### config.mk
export PLATFORM = sky130hd
export DESIGN_NAME = tx_block
export DESIGN_NICKNAME = d
export VERILOG_FILES = /design/src/rtl/tx_block.sv
export SDC_FILE = /design/constraint.sdc
export NUM_CORES = 1
export LEC_CHECK = 0
export CAP_MARGIN = 30
export CORE_MARGIN = 8
export CORE_UTILIZATION = 47
export CTS_CLUSTER_SIZE = 20
export DETAILED_ROUTE_END_ITERATION = 7
export DONT_BUFFER_PORTS = 1
export GPL_TIMING_DRIVEN = 0
export PLACE_DENSITY = 0.71
export RECOVER_POWER = 50
export SLEW_MARGIN = 30
export SYNTH_ARGS = -nofsm -noshare
export SYNTH_HDL_FRONTEND = slang
export SYNTH_SLANG_ARGS = --single-unit
### constraint.sdc
create_clock -name clk -period 2.25 [get_ports clk]
set_input_delay 0.45 -clock clk [delete_from_list [all_inputs] [get_ports clk]]
set_output_delay 0.45 -clock clk [all_outputs]
set_load 0.1 [all_outputs]
### src/rtl/tx_block.sv
// UART-style 8N1 serial transmitter with a one-entry holding buffer in front of
// the shift register, so frames can run back to back without an idle gap.
module tx_block #(
    parameter int CLKS_PER_BIT = 10
) (
    input  logic       clk,
    input  logic       n_rst,
    input  logic [7:0] tx_data,
    input  logic       data_load,
    output logic       serial_out,
    output logic       buffer_empty,
    output logic       tx_busy,
    output logic       load_error
);

    localparam int CW = $clog2(CLKS_PER_BIT);
    localparam logic [CW-1:0] LAST = CW'(CLKS_PER_BIT - 1);

    typedef enum logic [1:0] {IDLE, START, DATA, STOP} state_t;

    state_t      state, state_n;
    logic [CW-1:0] cyc_cnt, cyc_n;
    logic [2:0]  bit_cnt, bit_n;
    logic [7:0]  hold_reg, hold_n;
    logic [7:0]  shift_reg, shift_n;
    logic        serial_n, empty_n, busy_n, err_n;
    logic        start_frame;
    logic        cyc_last;

    always_ff @(posedge clk or negedge n_rst) begin
        if (!n_rst) begin
            state        <= IDLE;
            cyc_cnt      <= '0;
            bit_cnt      <= '0;
            hold_reg     <= '0;
            shift_reg    <= '0;
            serial_out   <= 1'b1;
            buffer_empty <= 1'b1;
            tx_busy      <= 1'b0;
            load_error   <= 1'b0;
        end else begin
            state        <= state_n;
            cyc_cnt      <= cyc_n;
            bit_cnt      <= bit_n;
            hold_reg     <= hold_n;
            shift_reg    <= shift_n;
            serial_out   <= serial_n;
            buffer_empty <= empty_n;
            tx_busy      <= busy_n;
            load_error   <= err_n;
        end
    end

    always_comb begin
        state_n     = state;
        cyc_n       = cyc_cnt;
        bit_n       = bit_cnt;
        hold_n      = hold_reg;
        shift_n     = shift_reg;
        serial_n    = serial_out;
        empty_n     = buffer_empty;
        err_n       = 1'b0;
        start_frame = 1'b0;
        cyc_last    = (cyc_cnt == LAST);

        if (data_load) begin
            if (buffer_empty) begin
                hold_n  = tx_data;
                empty_n = 1'b0;
            end else begin
                err_n = 1'b1;
            end
        end

        case (state)
            IDLE: begin
                serial_n = 1'b1;
                if (!buffer_empty) start_frame = 1'b1;
            end
            START: begin
                if (cyc_last) begin
                    cyc_n    = '0;
                    bit_n    = '0;
                    serial_n = shift_reg[0];
                    state_n  = DATA;
                end else begin
                    cyc_n = cyc_cnt + 1'b1;
                end
            end
            DATA: begin
                if (cyc_last) begin
                    cyc_n = '0;
                    if (bit_cnt == 3'd7) begin
                        serial_n = 1'b1;
                        state_n  = STOP;
                    end else begin
                        shift_n  = shift_reg >> 1;
                        serial_n = shift_reg[1];
                        bit_n    = bit_cnt + 3'd1;
                    end
                end else begin
                    cyc_n = cyc_cnt + 1'b1;
                end
            end
            STOP: begin
                if (cyc_last) begin
                    cyc_n = '0;
                    if (!buffer_empty) start_frame = 1'b1;
                    else               state_n     = IDLE;
                end else begin
                    cyc_n = cyc_cnt + 1'b1;
                end
            end
            default: state_n = IDLE;
        endcase

        // Transfer only happens with buffer_empty=0, so it never collides with an accepted load.
        if (start_frame) begin
            shift_n  = hold_reg;
            empty_n  = 1'b1;
            serial_n = 1'b0;
            state_n  = START;
            cyc_n    = '0;
            bit_n    = '0;
        end

        busy_n = (state_n != IDLE);
    end

endmodule

# Word level (Yosys, flattened, before mapping)
# Cells that the tools add are included.
[totals] elab_cells=63 inputBits=11 out_inout_bits=4 reg_bits=29
[classes] n_mux=30 addsub=2 eq_ne=9 reduce_logical=13
[op_table] operator="8-bit two-way mux" n=4
[op_table] operator="2-bit two-way mux" n=6
[op_table] operator="3-bit two-way mux" n=4
[op_table] operator="4-bit two-way mux" n=3
[op_table] operator="2-bit nonzero test" n=5
[op_table] operator="1-bit two-way mux" n=9
[op_table] operator="3-bit inequality test (second input constant)" n=3
[op_table] operator="2-bit one-hot mux with 3 select lines" n=1
[op_table] operator="3-bit one-hot mux with 2 select lines" n=1
[op_table] operator="3-bit AND reduction" n=2
[op_table] operator="4-bit by 1-bit adder with 4-bit output (second input constant)" n=1
[op_table] operator="2-bit == test (second input constant)" n=2
[op_table] operator="4-bit == test (second input constant)" n=1
[op_table] operator="4-bit AND reduction" n=1
[op_table] operator="4-bit nonzero test" n=1
[op_table] operator="3-bit by 1-bit adder with 3-bit output (second input constant)" n=1
[op_table] operator="3-bit == test (second input constant)" n=1
[op_table] operator="1-bit one-hot mux with 3 select lines" n=1
[op_table] operator="3-bit nonzero test" n=1
[op_table] operator="3-bit OR reduction" n=1
[op_table] operator="2-bit by 1-bit == test with 1-bit output (second input constant)" n=1
[op_table] operator="2-bit zero test" n=1
[op_table] operator="2-bit inequality test (second input constant)" n=1
[op_table] operator="1-bit one-hot mux with 2 select lines" n=1
[op_table] operator="2-bit AND reduction" n=1

# Longest topological paths before layout
# Gate-level depths: netlist (run 1).
[depth] word_depth=6 mapped_depth=8 mapped_depth_nobuf=6

# Least setup slack after synthesis (run 1)
# No wires, ideal clock.
[synth_timing] kind="register to register" startpoint="register buffer_empty" endpoint="register hold_reg[0]" arrival_ns=1.520 period_less_slack_ns=1.644 setup_slack_ns=0.606 setup_ns=0.125 path_buffers=0 required_time_ns=2.125 stages_incl_launch_ff=3 path_cell_list="dfstp_2 nand2_1 mux2_2"
[synth_between] elab_chain_cells=1
[synth_rtl] item="start, declared" line="11" source="output logic buffer_empty,"
[synth_rtl] item="start signal, assigned" line="48" source="buffer_empty <= empty_n;"
[synth_rtl] item="2-bit AND reduction (no source line)"
[synth_rtl] item="end signal, assigned" line="45" source="hold_reg <= hold_n;"
[synth_rtl] item="end, declared" line="24" source="logic [7:0] hold_reg, hold_n;"
# No other way between the ends.
# A chain may end at the register's enable or synchronous reset.

# Worst setup path after layout (run 1)
[layout_timing] startpoint="register serial_out" endpoint="output port serial_out"
[layout_rtl] item="start, declared" line="10" source="output logic serial_out,"
[layout_rtl] item="start signal, assigned" line="47" source="serial_out <= serial_n;"
# No word-level cell between the ends.

==> flow_summary.json, run 1 <==
{
  "outcome": "completed",
  "num_rows": 20,
  "final_cells": 189,
  "power_density_mw_per_mm2": 1410,
  "clk_pin_slew_ps": 100,
  "relSlewSlack": 0.356,
  "synth_seq_cells": 29,
  "setup_viol": 0,
  "avgViaCountPerCell": 5.32,
  "ios": 15,
  "tns_ps": 0,
  "min_path_type": "in -> reg",
  "rsz0062_at_grt": "no",
  "fin_crit_sh": 0.859,
  "rrSetupSlack_ps": 460,
  "p_leak_nw": 0.732,
  "drtIter0Drc": 28,
  "layout-drive-gt1-share": 0.172,
  "min_period_ps": 1930,
  "final_nets": 164,
  "r2r_cells": 2,
  "cp-endpoint": "serial_out",
  "cts_tree": "done",
  "layout_commonest_cell": "dfrtp_1",
  "fin_skew_ps": 7.64,
  "finalWirelength_mm": 2.59,
  "dpl.hpwl_mm": 1.94,
  "ys_types": 33,
  "mostFrequentLayoutCells": "27 x dfrtp_1, 15 x nand2_1, 9 x o21ai_0, 9 x ha_1",
  "drtAntennaViolNets": 0,
  "cp-end-kind": "output port",
  "synth_nets": 155,
  "die_x_um": 72.1,
  "wire_per_inst_um": 13.7,
  "h-tree-depth": 2,
  "grt_pass1_vias": 1009,
  "cts.sinks": 29,
  "clock_path_buffers": 2,
  "hold_viol": 0,
  "ir_drop_mv": 1.02,
  "reg2reg_to": "hold_reg[0]",
  "crit_required_ps": 1800,
  "antenna_found_initial": 0,
  "floorplan.die_area_mm2": 0.00520,
  "slew_viol_final": 0,
  "grt_max_degree": 30,
  "root_buffer": "clkbuf_4",
  "io_buffers": 0,
  "post_cts_buffers": 0,
  "via_count": 1006,
  "antennaDiodeCount": 0,
  "start_util": 0.488,
  "netlist_area_mm2": 0.00148,
  "syn_avg_cell_area_um2": 11.0,
  "path_class": "reg -> out",
  "worst_pin_slew_ps": 966,
  "cts-buffers-inserted": 5,
  "yosysTopAreaCell": "dfrtp_1",
  "overflow": 0,
  "cp_max_fo": 2,
  "routabilityCongestion": 0.768,
  "synth.area.top_cells": "dfrtp_1 46%, ha_1 7.6%, mux2_2 6.1%",
  "fill_cells": 269,
  "dp.cells": 179,
  "worst-endpoint-arrival_ps": 1480,
  "clkLatencyLatePin_ps": 320,
  "grt_pass1_wl_mm": 4.46,
  "synthToLayoutAreaGrowth_pct": 12.7,
  "finalHoldWorstSlack_ps": 176,
  "die_y_um": 72.1,
  "yosysTopAreaCellShare": 0.457,
  "drc": 0,
  "grtUsageTotal": 0.110,
  "r2r_start": "buffer_empty",
  "maxCapViolations": 0,
  "crit_start": "serial_out",
  "yosysSeqAreaShare": 0.492,
  "timing.fmax_mhz": 517,
  "synthCells": 135,
  "worst_setup_path_start_kind": "flip-flop",
  "yosysWarnings": 0,
  "postCtsHoldBufs": 2,
  "first_pass_iters": 4,
  "cp.depth": 0,
  "core_area_mm2": 0.00303,
  "cts_resized": 0
}
==> how the worst min path moves through the flow <==
stage                   end      start  cells after the start
6_report       buffer_empty  data_load                      1
5_1_grt        buffer_empty  data_load                      1
4_1_cts        buffer_empty  data_load                      1
3_5_place_dp     cyc_cnt[2]      n_rst                      0
3_3_place_gp     cyc_cnt[2]      n_rst                      0
2_1_floorplan    bit_cnt[0]      n_rst                      0
==> final cells by class <==
type                    instances  area [um^2]  share of cell area
plain buffers                   5         48.8              0.0293
clock buffers                   5         37.5              0.0225
clock inverters                 3         65.1              0.0390
inverters                       5         18.8              0.0113
multi-input cells              96          683               0.410
flip-flops and latches         29          728               0.437
well taps                      44         55.1              0.0330
repair buffers                  2         30.0              0.0180
==> cell families (layout without fill, tap and decap cells) <==
kind of cell               Yosys count  count (layout)  share of synthesized area
AOI/OAI and AO/OA                   29              29                      0.117
adders and majority gates            9               9                     0.0761
buffers and inverters               10              20                     0.0457
DFF                                 29              29                      0.492
muxes                               16              16                      0.115
and+or+nand+nor                     42              42                      0.154
==> Yosys cell counts <==
cell	instances
a31o_4	1
buf_6	4
nor3_4	1
or4_1	1
or3_1	2
a31oi_1	1
o21ai_0	9
and2_1	2
nand2_1	15
nor2b_1	3
ha_1	9
and4_1	1
a21boi_0	1
o211ai_1	1
nand3b_1	2
nor3b_1	2
dfrtp_1	27
or2_2	1
mux2i_1	8
nor2_1	6
nand3_1	1
a21o_1	1
a211o_1	1
o21ai_1	7
and3b_1	1
inv_1	5
a21oi_1	6
nand4_1	2
dfstp_2	2
a22oi_1	1
clkbuf_1	1
nor3_1	2
mux2_2	8
==> layer usage <==
| metal | routed length, um | GRT usage | part of all wire | vias up |
|---|---|---|---|---|
| met5 | 0 | 0 | 0 | - |
| li1 | - | - | - | 490 |
| met1 | 1140 | 0.127 | 0.44 | 490 |
| met3 | 165 | 0.0523 | 0.064 | 5 |
| met2 | 1250 | 0.171 | 0.48 | 21 |
| met4 | 43 | 0.0476 | 0.017 | 0 |
==> power by group <==
| group | switching (mW) | internal [mW] | leakage, nW | total, mW |
|---|---|---|---|---|
| registers | 0.380 | 0.747 | 0.359 | 1.13 |
| clock network | 0.182 | 0.344 | 0.0552 | 0.526 |
| logic | 0.357 | 0.337 | 0.317 | 0.695 |
==> stage by stage <==
| step | util | total power, mW | setup slack, ps | area, um^2 |
|---|---|---|---|---|
| 2_1_floorplan | - | 1.67 | 606 | 1480 |
| 3_3_place_gp | 0.507 | 1.78 | 523 | 1530 |
| 3_5_place_dp | 0.507 | 1.82 | 481 | 1530 |
| 4_1_cts | 0.550 | 2.38 | 458 | 1670 |
| 5_1_grt | 0.550 | 2.50 | 262 | 1670 |
| 6_report | 0.550 | 2.35 | 317 | 1670 |
No activity file was read; power rests on OpenSTA's default activity.
==> inputs of run 2 (changes only) <==
==> constraint.sdc (replaced) <==
create_clock -name clk -period 2.25 [get_ports clk]
set_input_delay 0.1125 -clock clk [delete_from_list [all_inputs] [get_ports clk]]
set_output_delay 0.1125 -clock clk [all_outputs]
set_load 0.1 [all_outputs]
==> run 2 against run 1 <==
Clock skew rose by 0.93 ps. Non-clock buffer count is 9 higher. Setup slack improved by 140 ps. Largest cell class unchanged. Critical endpoint is now hold_reg[0]. Via count up 3.2%.
==> flow_summary.json, run 2 (synthesis results as in run 1) <==
{
  "maxCapViolations": 0,
  "worst-endpoint-arrival_ps": 2000,
  "layout_commonest_cell": "dfrtp_1",
  "p_leak_nw": 0.761,
  "slew_viol_final": 0,
  "cts.sinks": 29,
  "path_cells": "nand2_1 -> mux2_2",
  "fin_crit_sh": 0.795,
  "slowest_delay_ps": 930,
  "clock_path_buffers": 2,
  "cp_max_fo": 8,
  "drc": 0,
  "antennaDiodeCount": 0,
  "routabilityCongestion": 0.768,
  "min_path_type": "in -> reg",
  "cp-end-kind": "flip-flop",
  "fill_cells": 253,
  "outcome": "completed",
  "via_count": 1038,
  "clk_pin_slew_ps": 100,
  "timing.fmax_mhz": 559,
  "start_util": 0.488,
  "h-tree-depth": 2,
  "mostFrequentLayoutCells": "27 x dfrtp_1, 15 x nand2_1, 10 x dlygate4sd3_1",
  "core_area_mm2": 0.00303,
  "min_period_ps": 1790,
  "synthToLayoutAreaGrowth_pct": 17.7,
  "ir_drop_mv": 1.02,
  "overflow": 0,
  "wire_per_inst_um": 13.3,
  "floorplan.die_area_mm2": 0.00520,
  "relSlewSlack": 0.0176,
  "setup_viol": 0,
  "first_pass_iters": 4,
  "critPathSlowestCell": "dfstp_2",
  "clkLatencyLatePin_ps": 320,
  "avgViaCountPerCell": 5.24,
  "post_cts_buffers": 0,
  "io_buffers": 0,
  "die_x_um": 72.1,
  "layout-drive-gt1-share": 0.156,
  "rsz0062_at_grt": "no",
  "worst_pin_slew_ps": 1470,
  "tns_ps": 0,
  "grt_pass1_wl_mm": 4.60,
  "drtAntennaViolNets": 0,
  "cts_resized": 0,
  "root_buffer": "clkbuf_4",
  "cts-buffers-inserted": 5,
  "die_y_um": 72.1,
  "hold_viol": 0,
  "final_nets": 173,
  "grt_pass1_vias": 1060,
  "ios": 15,
  "finalHoldWorstSlack_ps": 283,
  "worst_setup_path_start_kind": "flip-flop",
  "grt_max_degree": 30,
  "fin_skew_ps": 8.57,
  "num_rows": 20,
  "cts_tree": "done",
  "grtUsageTotal": 0.113,
  "drtIter0Drc": 42,
  "dpl.hpwl_mm": 1.94,
  "power_mw": 2.36,
  "antenna_found_initial": 0,
  "crit_required_ps": 2460,
  "path_class": "reg -> reg",
  "finalWirelength_mm": 2.63,
  "postCtsHoldBufs": 11,
  "power_density_mw_per_mm2": 1350
}
-- run 2: cell types whose count changed in the layout (fill, tap and decap cells not counted), sizes merged --
cell | before | now
buf | 5 | 4
clkbuf | 6 | 7
dlygate4sd3 | 1 | 10
-- run 2: layer usage --
layer | part of all wire | up-vias | track usage
met5 | 0 | - | 0
met4 | 0.023 | 0 | 0.0544
met3 | 0.052 | 7 | 0.0510
met2 | 0.48 | 21 | 0.176
met1 | 0.44 | 502 | 0.130
li1 | - | 508 | -
-- run 2: metrics by stage --
step           setup WS, ps  area [um^2]  cells   util
6_report                461         1740    198  0.575
5_1_grt                 245         1740    198  0.575
4_1_cts                 458         1760    198  0.580
3_5_place_dp            481         1530    179  0.507
3_3_place_gp            523         1530    179  0.507
2_1_floorplan           606         1480    135      -
-- run 2: path summary, 6_finish.rpt --
| check | from | to | slack, ps | depth (start not counted) |
|---|---|---|---|---|
| min | data_load | hold_reg[7] | 280 | 2 |
| max in group asynchronous | n_rst | hold_reg[7] | 700 | 2 |
| max reg2reg | buffer_empty | hold_reg[0] | 460 | 2 |
| min in group asynchronous | n_rst | cyc_cnt[1] | 690 | 2 |
| max | buffer_empty | hold_reg[0] | 460 | 2 |
| min reg2reg | hold_reg[7] | shift_reg[7] | 480 | 2 |
-- run 2: where the power goes --
part / switching (mW) / internal, mW / leakage [nW]
logic: 0.359 / 0.344 / 0.347
clock network: 0.184 / 0.344 / 0.0552
registers: 0.379 / 0.746 / 0.359
total: 0.921 / 1.43 / 0.761
-- run 2: layout make-up --
class / count / area, um^2 / share of cell area
clock buffers: 5 / 37.5 / 0.0216
clock inverters: 3 / 65.1 / 0.0374
flip-flops and latches: 29 / 728 / 0.418
plain buffers: 5 / 48.8 / 0.0280
multi-input cells: 96 / 683 / 0.393
repair buffers: 11 / 104 / 0.0597
well taps: 44 / 55.1 / 0.0316
inverters: 5 / 18.8 / 0.0108
-- run 2: critical path: cells and delay by family, from the launching register on --
| family | cells | cell delay (ps) |
|---|---|---|
| muxes | 1 | 370 |
| and+or+nand+nor | 1 | 370 |
| DFF | 1 | 930 |
==> inputs of run 3 (changes only) <==
clock period = 1.9 ns   (was 2.25 ns; I/O delays follow)
==> run 3 against run 2 <==
Combinational power rose by 19%. Critical endpoint unchanged. Fmax is essentially flat. Largest power group unchanged. Total power rose by 19%.
==> flow_summary.json, run 3 (synthesis results as in run 1) <==
{
  "place_area_mm2": 0.00153,
  "grt_max_degree": 30,
  "dp_slack_ps": 131,
  "rsz0062_at_grt": "no",
  "cts-buffers-inserted": 5,
  "grt_pass1_vias": 1060,
  "outcome": "completed",
  "avgViaCountPerCell": 5.29,
  "hold_viol": 0,
  "io_buffers": 0,
  "final_area_mm2": 0.00175,
  "min_path_type": "in -> reg",
  "antennaDiodeCount": 0,
  "layout_commonest_cell": "dfrtp_1",
  "slowest_delay_ps": 930,
  "dpl.hpwl_mm": 1.94,
  "root_buffer": "clkbuf_4",
  "worst_pin_slew_ps": 1220,
  "setup_viol": 0,
  "clkLatencyLatePin_ps": 320,
  "drtAntennaViolNets": 0,
  "worst_slack_ps": 111,
  "clk_pin_slew_ps": 100,
  "first_pass_iters": 4,
  "path_cells": "nand2_1 -> mux2_2",
  "final_nets": 173,
  "drc": 0,
  "start_util": 0.488,
  "finalWirelength_mm": 2.63,
  "final_cells": 198,
  "overflow": 0,
  "grtUsageTotal": 0.113,
  "crit_required_ps": 2110,
  "min_period_ps": 1790,
  "post_cts_buffers": 0,
  "power_density_mw_per_mm2": 1590,
  "p_leak_nw": 0.774,
  "tns_ps": 0,
  "floorplan.die_area_mm2": 0.00520,
  "dp.cells": 179,
  "h-tree-depth": 2,
  "worst_setup_path_start_kind": "flip-flop",
  "antenna_found_initial": 0,
  "mostFrequentLayoutCells": "27 x dfrtp_1, 15 x nand2_1, 10 x dlygate4sd3_1",
  "fin_crit_sh": 0.942,
  "wire_per_inst_um": 13.3,
  "critPathSlowestCell": "dfstp_2",
  "num_rows": 20,
  "critPathTopFamily": "flip-flops",
  "finalHoldWorstSlack_ps": 266,
  "ios": 15,
  "layout-drive-gt1-share": 0.169,
  "routabilityCongestion": 0.768,
  "cts.sinks": 29,
  "cp_max_fo": 8,
  "fin_skew_ps": 8.65,
  "slew_viol_final": 0,
  "timing.fmax_mhz": 559,
  "grt_pass1_wl_mm": 4.60,
  "cp-end-kind": "flip-flop",
  "ir_drop_mv": 1.21,
  "core_area_mm2": 0.00303,
  "clock_path_buffers": 2,
  "path_buf_inv": 0,
  "path_class": "reg -> reg",
  "via_count": 1047,
  "worst-endpoint-arrival_ps": 2000,
  "cts_tree": "done",
  "relSlewSlack": 0.188,
  "maxCapViolations": 0,
  "synthToLayoutAreaGrowth_pct": 18.5,
  "die_y_um": 72.1,
  "die_x_um": 72.1,
  "drtIter0Drc": 46
}
run 3: cell types whose count changed in the layout (fill, tap and decap cells not counted):
| cell | change |
|---|---|
| clkbuf_1 | -2 |
| clkbuf_2 | +1 |
| ha_1 | -1 |
| dlymetal6s4s_1 | +1 |
| ha_2 | +1 |
run 3: per-layer routing:
metal / GRT usage / share of wire
met1: 0.130 / 0.45
met2: 0.176 / 0.48
met3: 0.0510 / 0.054
met4: 0.0544 / 0.023
met5: 0 / 0
run 3: final cells by class:
cell class	count	area, um^2
Buffer	5	50.0
Clock buffer	5	37.5
Clock inverter	3	65.1
Fill cell	250	1270
Inverter	5	18.8
Multi-Input combinational cell	96	686
Sequential cell	29	728
Tap cell	44	55.1
Timing Repair Buffer	11	113
run 3: path summary, 6_finish.rpt:
path | start | endpoint | slack (ps) | depth (start not counted)
hold reg to reg | hold_reg[7] | shift_reg[7] | 480 | 2
setup reg to reg | buffer_empty | hold_reg[0] | 110 | 2
hold / removal | data_load | hold_reg[7] | 270 | 2
setup / recovery | buffer_empty | hold_reg[0] | 110 | 2
max in group asynchronous | n_rst | hold_reg[7] | 520 | 2
min in group asynchronous | n_rst | shift_reg[0] | 660 | 2
run 3: per-stage QoR:
step	util	total power, mW
floorplan	-	1.98
global placement	0.507	2.11
detailed placement	0.507	2.16
CTS	0.580	2.83
global route	0.579	2.98
finish	0.579	2.79
run 3: repair_timing:
item / CTS / global route
resized for setup: 0 / 3
hold buffers: 11 / 0
endpoints found under the setup margin: 0 / 3
endpoints found under the hold margin: 39 / 0
run 3: power breakdown:
part,switching (mW),internal (mW)
logic,0.426,0.412
registers,0.448,0.884
clock network,0.217,0.407
